[src/rtl/wav_pkg.sv]
// Shared types and default sizing for the wav playback path.
package wav_pkg;
   localparam int WAV_DATA_WIDTH = 16;
   localparam int WAV_NUM_CH     = 2;
   localparam int WAV_MEM_DEPTH  = 44000;
   localparam int WAV_RD_LATENCY = 1;

   typedef enum logic [1:0] {IDLE, FETCH, READY} play_state_t;
   typedef logic signed [WAV_DATA_WIDTH-1:0] sample_t;
endpackage

[src/rtl/bram_frame_fetch.sv]
// Issues NUM_CH consecutive BRAM reads from a base address and assembles the returned words
// into a frame shadow; frame_rdy marks the cycle the last channel lands.
module bram_frame_fetch
   import wav_pkg::*;
#(
   parameter int DATA_WIDTH = WAV_DATA_WIDTH,
   parameter int ADDR_WIDTH = 16,
   parameter int NUM_CH     = WAV_NUM_CH,
   parameter int RD_LATENCY = WAV_RD_LATENCY
) (
   input  logic                         clk,
   input  logic                         rst,
   input  logic                         go,
   input  logic                         flush,
   input  logic [ADDR_WIDTH-1:0]        base_addr,
   input  logic [DATA_WIDTH-1:0]        mem_dout,
   output logic [ADDR_WIDTH-1:0]        mem_addr,
   output logic [NUM_CH*DATA_WIDTH-1:0] frame,
   output logic                         frame_rdy
);
   localparam int CH_W  = (NUM_CH > 1) ? $clog2(NUM_CH) : 1;
   localparam int CNT_W = $clog2(NUM_CH + 1);
   localparam logic [CNT_W-1:0] CNT_FULL = CNT_W'(NUM_CH);

   logic [ADDR_WIDTH-1:0]              addr_q, addr_d;
   logic [CNT_W-1:0]                   cnt_q, cnt_d;
   logic [RD_LATENCY-1:0]              vld_q, vld_d;
   logic [RD_LATENCY-1:0][CH_W-1:0]    ch_q, ch_d;
   logic [NUM_CH-1:0][DATA_WIDTH-1:0]  shadow_q, shadow_d;
   logic                               iss_vld;
   logic [CH_W-1:0]                    iss_ch;

   always_comb begin
      iss_vld = (cnt_q != '0);
      iss_ch  = CH_W'(CNT_FULL - cnt_q);
      addr_d  = addr_q;
      cnt_d   = cnt_q;
      if (go) begin
         addr_d = base_addr;
         cnt_d  = CNT_FULL;
      end else if (flush) begin
         cnt_d = '0;
      end else if (iss_vld) begin
         cnt_d = cnt_q - CNT_W'(1);
         if (cnt_q > CNT_W'(1)) addr_d = addr_q + ADDR_WIDTH'(1);
      end

      // Read tags travel alongside the BRAM latency so each word lands in its channel slot.
      vld_d[0] = iss_vld;
      ch_d[0]  = iss_ch;
      for (int i = 1; i < RD_LATENCY; i++) begin
         vld_d[i] = vld_q[i-1];
         ch_d[i]  = ch_q[i-1];
      end
      if (flush) vld_d = '0;

      shadow_d = shadow_q;
      if (vld_q[RD_LATENCY-1]) shadow_d[ch_q[RD_LATENCY-1]] = mem_dout;
      frame_rdy = vld_q[RD_LATENCY-1] && (ch_q[RD_LATENCY-1] == CH_W'(NUM_CH - 1));
   end

   always_ff @(posedge clk) begin
      if (rst) begin
         addr_q   <= '0;
         cnt_q    <= '0;
         vld_q    <= '0;
         ch_q     <= '0;
         shadow_q <= '0;
      end else begin
         addr_q   <= addr_d;
         cnt_q    <= cnt_d;
         vld_q    <= vld_d;
         ch_q     <= ch_d;
         shadow_q <= shadow_d;
      end
   end

   assign mem_addr = addr_q;
   assign frame    = shadow_q;
endmodule

[src/rtl/wav_playback_ctrl.sv]
// Region-addressed multi-channel sample player: one frame per sample tick from the wav BRAM.
// IDLE: stopped | FETCH: reading next frame into shadow | READY: frame waiting for a tick
module wav_playback_ctrl
   import wav_pkg::*;
#(
   parameter int DATA_WIDTH = WAV_DATA_WIDTH,
   parameter int MEM_DEPTH  = WAV_MEM_DEPTH,
   parameter int ADDR_WIDTH = $clog2(MEM_DEPTH),
   parameter int NUM_CH     = WAV_NUM_CH,
   parameter int RD_LATENCY = WAV_RD_LATENCY
) (
   input  logic                         clk,
   input  logic                         rst,
   input  logic                         enable,
   input  logic                         start,
   input  logic                         stop,
   input  logic                         loop_en,
   input  logic [ADDR_WIDTH-1:0]        start_addr,
   input  logic [ADDR_WIDTH-1:0]        end_addr,
   output logic [ADDR_WIDTH-1:0]        mem_addr,
   input  logic [DATA_WIDTH-1:0]        mem_dout,
   output logic [NUM_CH*DATA_WIDTH-1:0] data_out,
   output logic                         valid_out,
   output logic                         busy,
   output logic                         done,
   output logic                         err,
   output logic                         underrun
);
   localparam int PW = ADDR_WIDTH + 1;
   localparam logic [PW-1:0] CH_STEP   = PW'(NUM_CH);
   localparam logic [PW-1:0] LAST_WORD = PW'(MEM_DEPTH - 1);

   play_state_t                  state_q, state_d;
   logic [PW-1:0]                ptr_q, ptr_d, start_q, start_d, end_q, end_d;
   logic                         loop_q, loop_d, busy_q, busy_d;
   logic [NUM_CH*DATA_WIDTH-1:0] data_q, data_d, shadow;
   logic                         valid_q, valid_d, done_q, done_d, err_q, err_d, und_q, und_d;
   logic                         go, flush, frame_rdy, req_ok, at_last;
   logic [PW-1:0]                req_start, req_end, req_len;
   logic [ADDR_WIDTH-1:0]        fetch_base;

   always_comb begin
      req_start = {1'b0, start_addr};
      req_end   = {1'b0, end_addr};
      req_len   = req_end - req_start + PW'(1);
      req_ok    = (req_start <= req_end) && (req_end <= LAST_WORD) && ((req_len % CH_STEP) == '0);
      at_last   = ((ptr_q + CH_STEP - PW'(1)) == end_q);

      state_d    = state_q;
      ptr_d      = ptr_q;
      start_d    = start_q;
      end_d      = end_q;
      loop_d     = loop_q;
      busy_d     = busy_q;
      data_d     = data_q;
      valid_d    = 1'b0;
      done_d     = 1'b0;
      err_d      = 1'b0;
      und_d      = 1'b0;
      go         = 1'b0;
      flush      = 1'b0;
      fetch_base = ptr_q[ADDR_WIDTH-1:0];

      if (stop) begin
         state_d = IDLE;
         busy_d  = 1'b0;
         flush   = 1'b1;
      end else if (start && req_ok) begin
         state_d    = FETCH;
         busy_d     = 1'b1;
         flush      = 1'b1;
         go         = 1'b1;
         ptr_d      = req_start;
         start_d    = req_start;
         end_d      = req_end;
         loop_d     = loop_en;
         fetch_base = start_addr;
      end else begin
         // A rejected start leaves the player alone, so the tick is still serviced.
         err_d = start;
         case (state_q)
            FETCH: begin
               if (frame_rdy) state_d = READY;
               if (enable) und_d = 1'b1;
            end
            READY: begin
               if (enable) begin
                  data_d  = shadow;
                  valid_d = 1'b1;
                  if (at_last && !loop_q) begin
                     done_d  = 1'b1;
                     busy_d  = 1'b0;
                     state_d = IDLE;
                  end else begin
                     ptr_d      = at_last ? start_q : ptr_q + CH_STEP;
                     go         = 1'b1;
                     fetch_base = ptr_d[ADDR_WIDTH-1:0];
                     state_d    = FETCH;
                  end
               end
            end
            default: begin
               if (enable && busy_q) und_d = 1'b1;
            end
         endcase
      end
   end

   always_ff @(posedge clk) begin
      if (rst) begin
         state_q <= IDLE;
         ptr_q   <= '0;
         start_q <= '0;
         end_q   <= '0;
         loop_q  <= 1'b0;
         busy_q  <= 1'b0;
         data_q  <= '0;
         valid_q <= 1'b0;
         done_q  <= 1'b0;
         err_q   <= 1'b0;
         und_q   <= 1'b0;
      end else begin
         state_q <= state_d;
         ptr_q   <= ptr_d;
         start_q <= start_d;
         end_q   <= end_d;
         loop_q  <= loop_d;
         busy_q  <= busy_d;
         data_q  <= data_d;
         valid_q <= valid_d;
         done_q  <= done_d;
         err_q   <= err_d;
         und_q   <= und_d;
      end
   end

   bram_frame_fetch #(
      .DATA_WIDTH (DATA_WIDTH),
      .ADDR_WIDTH (ADDR_WIDTH),
      .NUM_CH     (NUM_CH),
      .RD_LATENCY (RD_LATENCY)
   ) u_fetch (
      .clk       (clk),
      .rst       (rst),
      .go        (go),
      .flush     (flush),
      .base_addr (fetch_base),
      .mem_dout  (mem_dout),
      .mem_addr  (mem_addr),
      .frame     (shadow),
      .frame_rdy (frame_rdy)
   );

   assign data_out  = data_q;
   assign valid_out = valid_q;
   assign busy      = busy_q;
   assign done      = done_q;
   assign err       = err_q;
   assign underrun  = und_q;
endmodule

[config.mk]
export PLATFORM = sky130hd
export DESIGN_NAME = wav_playback_ctrl
export DESIGN_NICKNAME = d
export VERILOG_FILES = /design/src/rtl/wav_pkg.sv /design/src/rtl/bram_frame_fetch.sv /design/src/rtl/wav_playback_ctrl.sv
export SDC_FILE = /design/constraint.sdc
export NUM_CORES = 1
export LEC_CHECK = 0
export BUFFER_PORTS_ARGS = -buffer_cell sky130_fd_sc_hd__buf_2
export CORE_MARGIN = 1
export CORE_UTILIZATION = 50
export DETAILED_ROUTE_END_ITERATION = 16
export PLACE_DENSITY = 0.78
export SYNTH_ARGS = -nofsm -noshare
export SYNTH_HDL_FRONTEND = slang
export SYNTH_SLANG_ARGS = --single-unit
[constraint.sdc]
create_clock -name clk -period 4.9 [get_ports clk]
set_input_delay 0.98 -clock clk [delete_from_list [all_inputs] [get_ports clk]]
set_output_delay 0.98 -clock clk [all_outputs]
set_load 0.02 [all_outputs]
After elaboration in Yosys (flattened, before gate mapping)
Cells that the tools add are included.

storage, ports and cells
  word-level logic and storage cells = 115
  register bits after elaboration = 141
  output and inout bits = 53

cells by class
  multiplexer cells = 40
  $lt $le $gt $ge = 5
  bitwise logic cells = 4
  equality and inequality tests = 9
  add/subtract/negate cells = 7
  reduce and logical (&&, ||, !) cells = 31

operators by type and width
  cell                     count
  $mux W16                 10
  $mux W17                 5
  $bwmux W32               1
  $add A17 B2 Y17 const B  1
  $eq A17 B16 Y1           1
  $logic_not A17 Y1        1
  $sub A17 B1 Y17 const B  1
  $add A16 B1 Y16 const B  1
  $demux W16 S1            1
  $le A16 B16 Y1           1
  $le A16 B16 Y1 const B   1
  $mux W1                  16
  $reduce_bool A2 Y1       7
  $reduce_and A3 Y1        4
  $mux W2                  5
  $ne A2 B2 Y1 const B     4
  $reduce_and A4 Y1        2
  $logic_and A1 B1 Y1      7
  $ne A3 B3 Y1 const B     2
  $reduce_bool A3 Y1       2
  $reduce_or A3 Y1         2
  $reduce_or A5 Y1         1
  $not A1 Y1               4
  $pmux W2 S2              1
  14 further kinds         15

Longest topological paths before layout
  word-level depth = 11
  gate-level depth with buffers = 15

Hierarchy
Synthesis repeated with hierarchy kept, for this count alone.

second synthesis, totals
  cells, all modules = 874
  area total of the unflattened synthesis = 7359.6 µm²

by module, submodules not included
  module             sequential area each (µm²)  area an instance (µm²)  times used  cells an instance
  wav_playback_ctrl  1781.7                      5188.7                  1           617
  bram_frame_fetch   1041.0                      2170.8                  1           257

Worst setup path after synthesis
OpenSTA, ideal clock, no wires.

  path kind = flip-flop to flip-flop
  from = register ptr_q[1]
  to = register u_fetch.addr_q[12] (netlist: u_fetch.mem_addr[12])
  period minus slack after synthesis = 3584 ps
  data required time = 4765 ps
  path slack = 1316 ps
  arrival time = 3449 ps
  cell stages (with the launch flop) = 16
  library setup time = 135 ps
  cells stage by stage = dfxtp_1 -> ha_1 -> buf_2 -> xor2_2 -> nand2b_4 -> or2_4 -> or3_1 -> buf_2 -> o21a_1 -> a2111oi_4 -> o2111ai_4 -> buf_6 -> or4_1 -> a21o_1 -> o211ai_1 -> a211oi_1

on the way
  cells in the longest elaborated chain, start to end = 11

ends and longest elaborated chain
  item                                                          line                                              text
  start, declared                                               wav_playback_ctrl.sv:34                           logic [PW-1:0] ptr_q, ptr_d, start_q, start_d, end_q, end_d;
  start signal, assigned                                        wav_playback_ctrl.sv:124                          ptr_q <= ptr_d;
  $add A17 B2 Y17 (*)                                           wav_playback_ctrl.sv:47, wav_playback_ctrl.sv:95
  $sub A17 B1 Y17                                               wav_playback_ctrl.sv:47                           at_last = ((ptr_q + CH_STEP - PW'(1)) == end_q);
  $eq A17 B16 Y1                                                wav_playback_ctrl.sv:47
  $logic_and A1 B1 Y1                                           wav_playback_ctrl.sv:90                           if (at_last && !loop_q) begin
  $mux W1                                                       wav_playback_ctrl.sv:90
  $mux W1                                                       wav_playback_ctrl.sv:87                           if (enable) begin
  $mux W1                                                       wav_playback_ctrl.sv:81                           case (state_q)
  $mux W1                                                       wav_playback_ctrl.sv:68                           end else if (start && req_ok) begin
  $mux W1                                                       wav_playback_ctrl.sv:64                           if (stop) begin
  $ne A2 B2 Y1 (no line) or $reduce_bool A2 Y1 (tied branches)  -
  $reduce_and A3 Y1 (no line)                                   -
  end signal, assigned                                          bram_frame_fetch.sv:70                            addr_q <= addr_d;
  end, declared                                                 bram_frame_fetch.sv:25                            logic [ADDR_WIDTH-1:0] addr_q, addr_d;

Every way passes the cells marked *; elsewhere a longest branch is shown, timed or not.
A chain may end at the register's enable or synchronous reset.

Final worst setup path
  from = register ptr_q[1]
  to = register u_fetch.addr_q[8] (netlist: u_fetch.mem_addr[8])

Same word-level chain as after synthesis.

==> flow_metrics.env <==
export IMPL_synth_cell_types=85
export IMPL_fin_crit_sh=0.9122
export IMPL_place_hpwl_um=15350
export IMPL_grt_pass1_wl_um=33180
export IMPL_cts_tree="built"
export IMPL_grt_pass1_vias=6445
export IMPL_synth_largest_area_cell="dfxtp_1"
export IMPL_wl_um=21230
export IMPL_grt_max_degree=76
export IMPL_clockBufferDepth=2
export IMPL_synth_seq_cells=141
export IMPL_layout_cells_non_filler=1204
export IMPL_worst_slew_pin_slew_ps=1158
export IMPL_synth_flop_cell="dfxtp_1"
export IMPL_skew_ps=10.93
export IMPL_top_layer="met4"
export IMPL_crit_type="reg2reg"
export IMPL_hp_class="reg2reg"
export IMPL_r2r_end="u_fetch.mem_addr[8]"
export IMPL_synth_cells=932
export IMPL_synthTopCellsByCount="nand2_1, dfxtp_1, a21oi_1, clkbuf_1, nor2_1"
export IMPL_port_buffers=106
export IMPL_synth_avg_cell_area_um2=7.976
export IMPL_dpl_cell_area_um2=8003
export IMPL_overflow=0
export IMPL_synth_top_cell_area_share=0.3797
export IMPL_drc_errors=0
export IMPL_grt_setup_unrepaired="no"
export IMPL_netlist_area_um2=7433
export IMPL_end_kind="flop"
export IMPL_wl_per_cell_um=17.63
export IMPL_numCtsBuffers=17
export IMPL_synth_seq_area_share=0.3797
export IMPL_dp_cells=1172
export IMPL_cts_sinks=141
export IMPL_avgViaCountPerCell=5.919
export IMPL_seq_power_share=0.419
export IMPL_r2r_slack_ps=430
export IMPL_setup_viol=0
export IMPL_fill_cells=1324
export IMPL_ios=107
export IMPL_htreeDepth=4
export IMPL_final_cell_area_um2=8611
export IMPL_max_cap_viol_count=0
export IMPL_swShare=0.2745
export IMPL_p_per_area_nw_per_um2=329.5
export IMPL_switchingPower_w=0.0007789
export IMPL_hold_viol=0
export IMPL_cts_root_buf="clkbuf_16"
export IMPL_min_delay_start="data_out[8]"
export IMPL_yosysMostFrequentCell="nand2_1"
export IMPL_synth_area_top_cells="dfxtp_1, nand2_1, a21oi_1"
export IMPL_dr_pass1_iters=5
export IMPL_die_y_um=123.9
export IMPL_ys_async_sr_fraction=0
export IMPL_grt_antenna_before_repair=0
export IMPL_leakagePower_nw=3.376
export IMPL_dieArea_um2=15360
export IMPL_final_nets=1083
export IMPL_core_area_um2=14530
export IMPL_drive_above_1_share=0.1804
export IMPL_vdd_drop_max_mv=0.2734
export IMPL_synth_edf_count=0
export IMPL_wl_met2_um=9963
export IMPL_synth_warnings=0
export IMPL_max_freq_mhz=223.7
export IMPL_diodes=0
export IMPL_clk_pin_slew_ps=70
export IMPL_crit_arrival_ps=4820
export IMPL_wl_met3_um=1278
export IMPL_num_rows=44
export IMPL_syn_nets=1008
export IMPL_start_util=0.5114
export IMPL_p_int_w=0.002059
export IMPL_drt_iter0_drc=593
export IMPL_layout_min_cycle_time_ps=4470
export IMPL_insertion_delay_ps=440
export IMPL_cts_setup_buffers=0
export IMPL_rr_worst_depth=12
export IMPL_wl_met1_um=9321
export IMPL_relSlewSlack=0.2264
export IMPL_vias=7126
export IMPL_setup_tns_ps=0
export IMPL_power_frac_clock=0.477
export IMPL_min_to="data_out[8]"
export IMPL_slew_viol_final=0
export IMPL_gp_congestion=0.9320
export IMPL_final_antenna_net_count=0
export IMPL_start_kind="flop"
export IMPL_die_w_um=123.9
export IMPL_ctsHoldBuffers=0
export IMPL_r2r_start="ptr_q[1]"
export IMPL_power_frac_comb=0.105
export IMPL_worstPathRequired_ps=5250
export IMPL_worst_hold_path_num_cells=2
export IMPL_grt_use_total=0.2847
export IMPL_outcome="finished, final reports clean"
export IMPL_cts_repair_resized=0
export IMPL_path_max_fanout=22
export IMPL_area_delta_synth_final_pct=15.84
final cells by class:
cell class | count | area (µm²) | share of cell area
Timing Repair Buffer | 116 | 608.1 | 0.07062
Clock inverter | 14 | 168.9 | 0.01962
Clock buffer | 18 | 439.2 | 0.05100
Tap cell | 184 | 230.2 | 0.02674
Inverter | 28 | 105.1 | 0.01221
Multi-Input combinational cell | 703 | 4237 | 0.4920
Sequential cell | 141 | 2823 | 0.3278
critical path, stage by stage, from the launching register on:
cell and delay [ps]:
dfxtp_1 520, ha_1 450, nand2_1 190, nor2_1 310
a31oi_1 210, or3_1 500, nor3_1 440, a2111oi_4 90
o2111ai_4 270, nor3_4 110, o21ai_2 790, o221ai_1 260
a211oi_1 250
sequential cells by signal, summed over array words and instances, names as in the netlist, 2 cells and up:
signal / cells
u_fetch.cnt_q: 2
end_q: 16
u_fetch.frame: 32
start_q: 16
state_q: 2
u_fetch.mem_addr: 16
ptr_q: 17
data_out: 32
per-stage QoR:
stage                 util  setup WS, ps  power, W  hold slack (ps)
floorplan                -          1316  0.001405            431.3
global placement    0.5506         624.6  0.001499            437.2
detailed placement  0.5506         550.1  0.001502            444.0
CTS                 0.5925         539.9  0.002834            450.6
global route        0.5925         125.2  0.002919            460.7
finish              0.5925         430.2  0.002837            450.3
cell families after synthesis:
kind of cell / count (synthesis) / share of synthesized area
DFF: 141 / 0.3797
and+or+nand+nor: 391 / 0.2464
AOI/OAI and AO/OA: 236 / 0.2129
buffers and inverters: 88 / 0.05218
muxes: 12 / 0.01750
adders and majority gates: 22 / 0.03703
xor gates and xnor gates: 42 / 0.05420
how the worst max path moves through the flow:
stage	to	from	cells after the start	slack (ps)
2_1_floorplan	u_fetch.mem_addr[12]	ptr_q[1]	15	1320
3_3_place_gp	u_fetch.mem_addr[8]	ptr_q[1]	12	620
3_5_place_dp	u_fetch.mem_addr[15]	ptr_q[1]	12	550
4_1_cts	u_fetch.mem_addr[15]	ptr_q[1]	12	540
5_1_grt	u_fetch.mem_addr[15]	ptr_q[1]	12	130
6_report	u_fetch.mem_addr[8]	ptr_q[1]	12	430
cells in the final DEF, fill, tap and decap left out, types with 12 or more instances in the layout:
master / instances
a21oi_1: 120
and3_1: 15
buf_2: 105
clkbuf_16: 17
dfxtp_1: 141
ha_1: 22
inv_1: 28
nand2_1: 230
nand3_1: 24
nor2_1: 34
o21ai_0: 12
xnor2_1: 32
routing by layer:
layer / up-vias / track usage
li1: 3424 / -
met2: 266 / 0.4549
met3: 48 / 0.06456
met1: 3388 / 0.3685
met5: - / 0
met4: 0 / 0.1213
power groups by stage:
stage	Combinational (W)	Clock, W	Sequential [W]
6_report	0.000297	0.00135	0.00119
3_3_place_gp	0.000287	0	0.00121
2_1_floorplan	0.000197	0	0.00121
5_1_grt	0.000321	0.00141	0.00119
3_5_place_dp	0.000289	0	0.00121
4_1_cts	0.000291	0.00136	0.00119
Power figures use the tool's default switching activity.
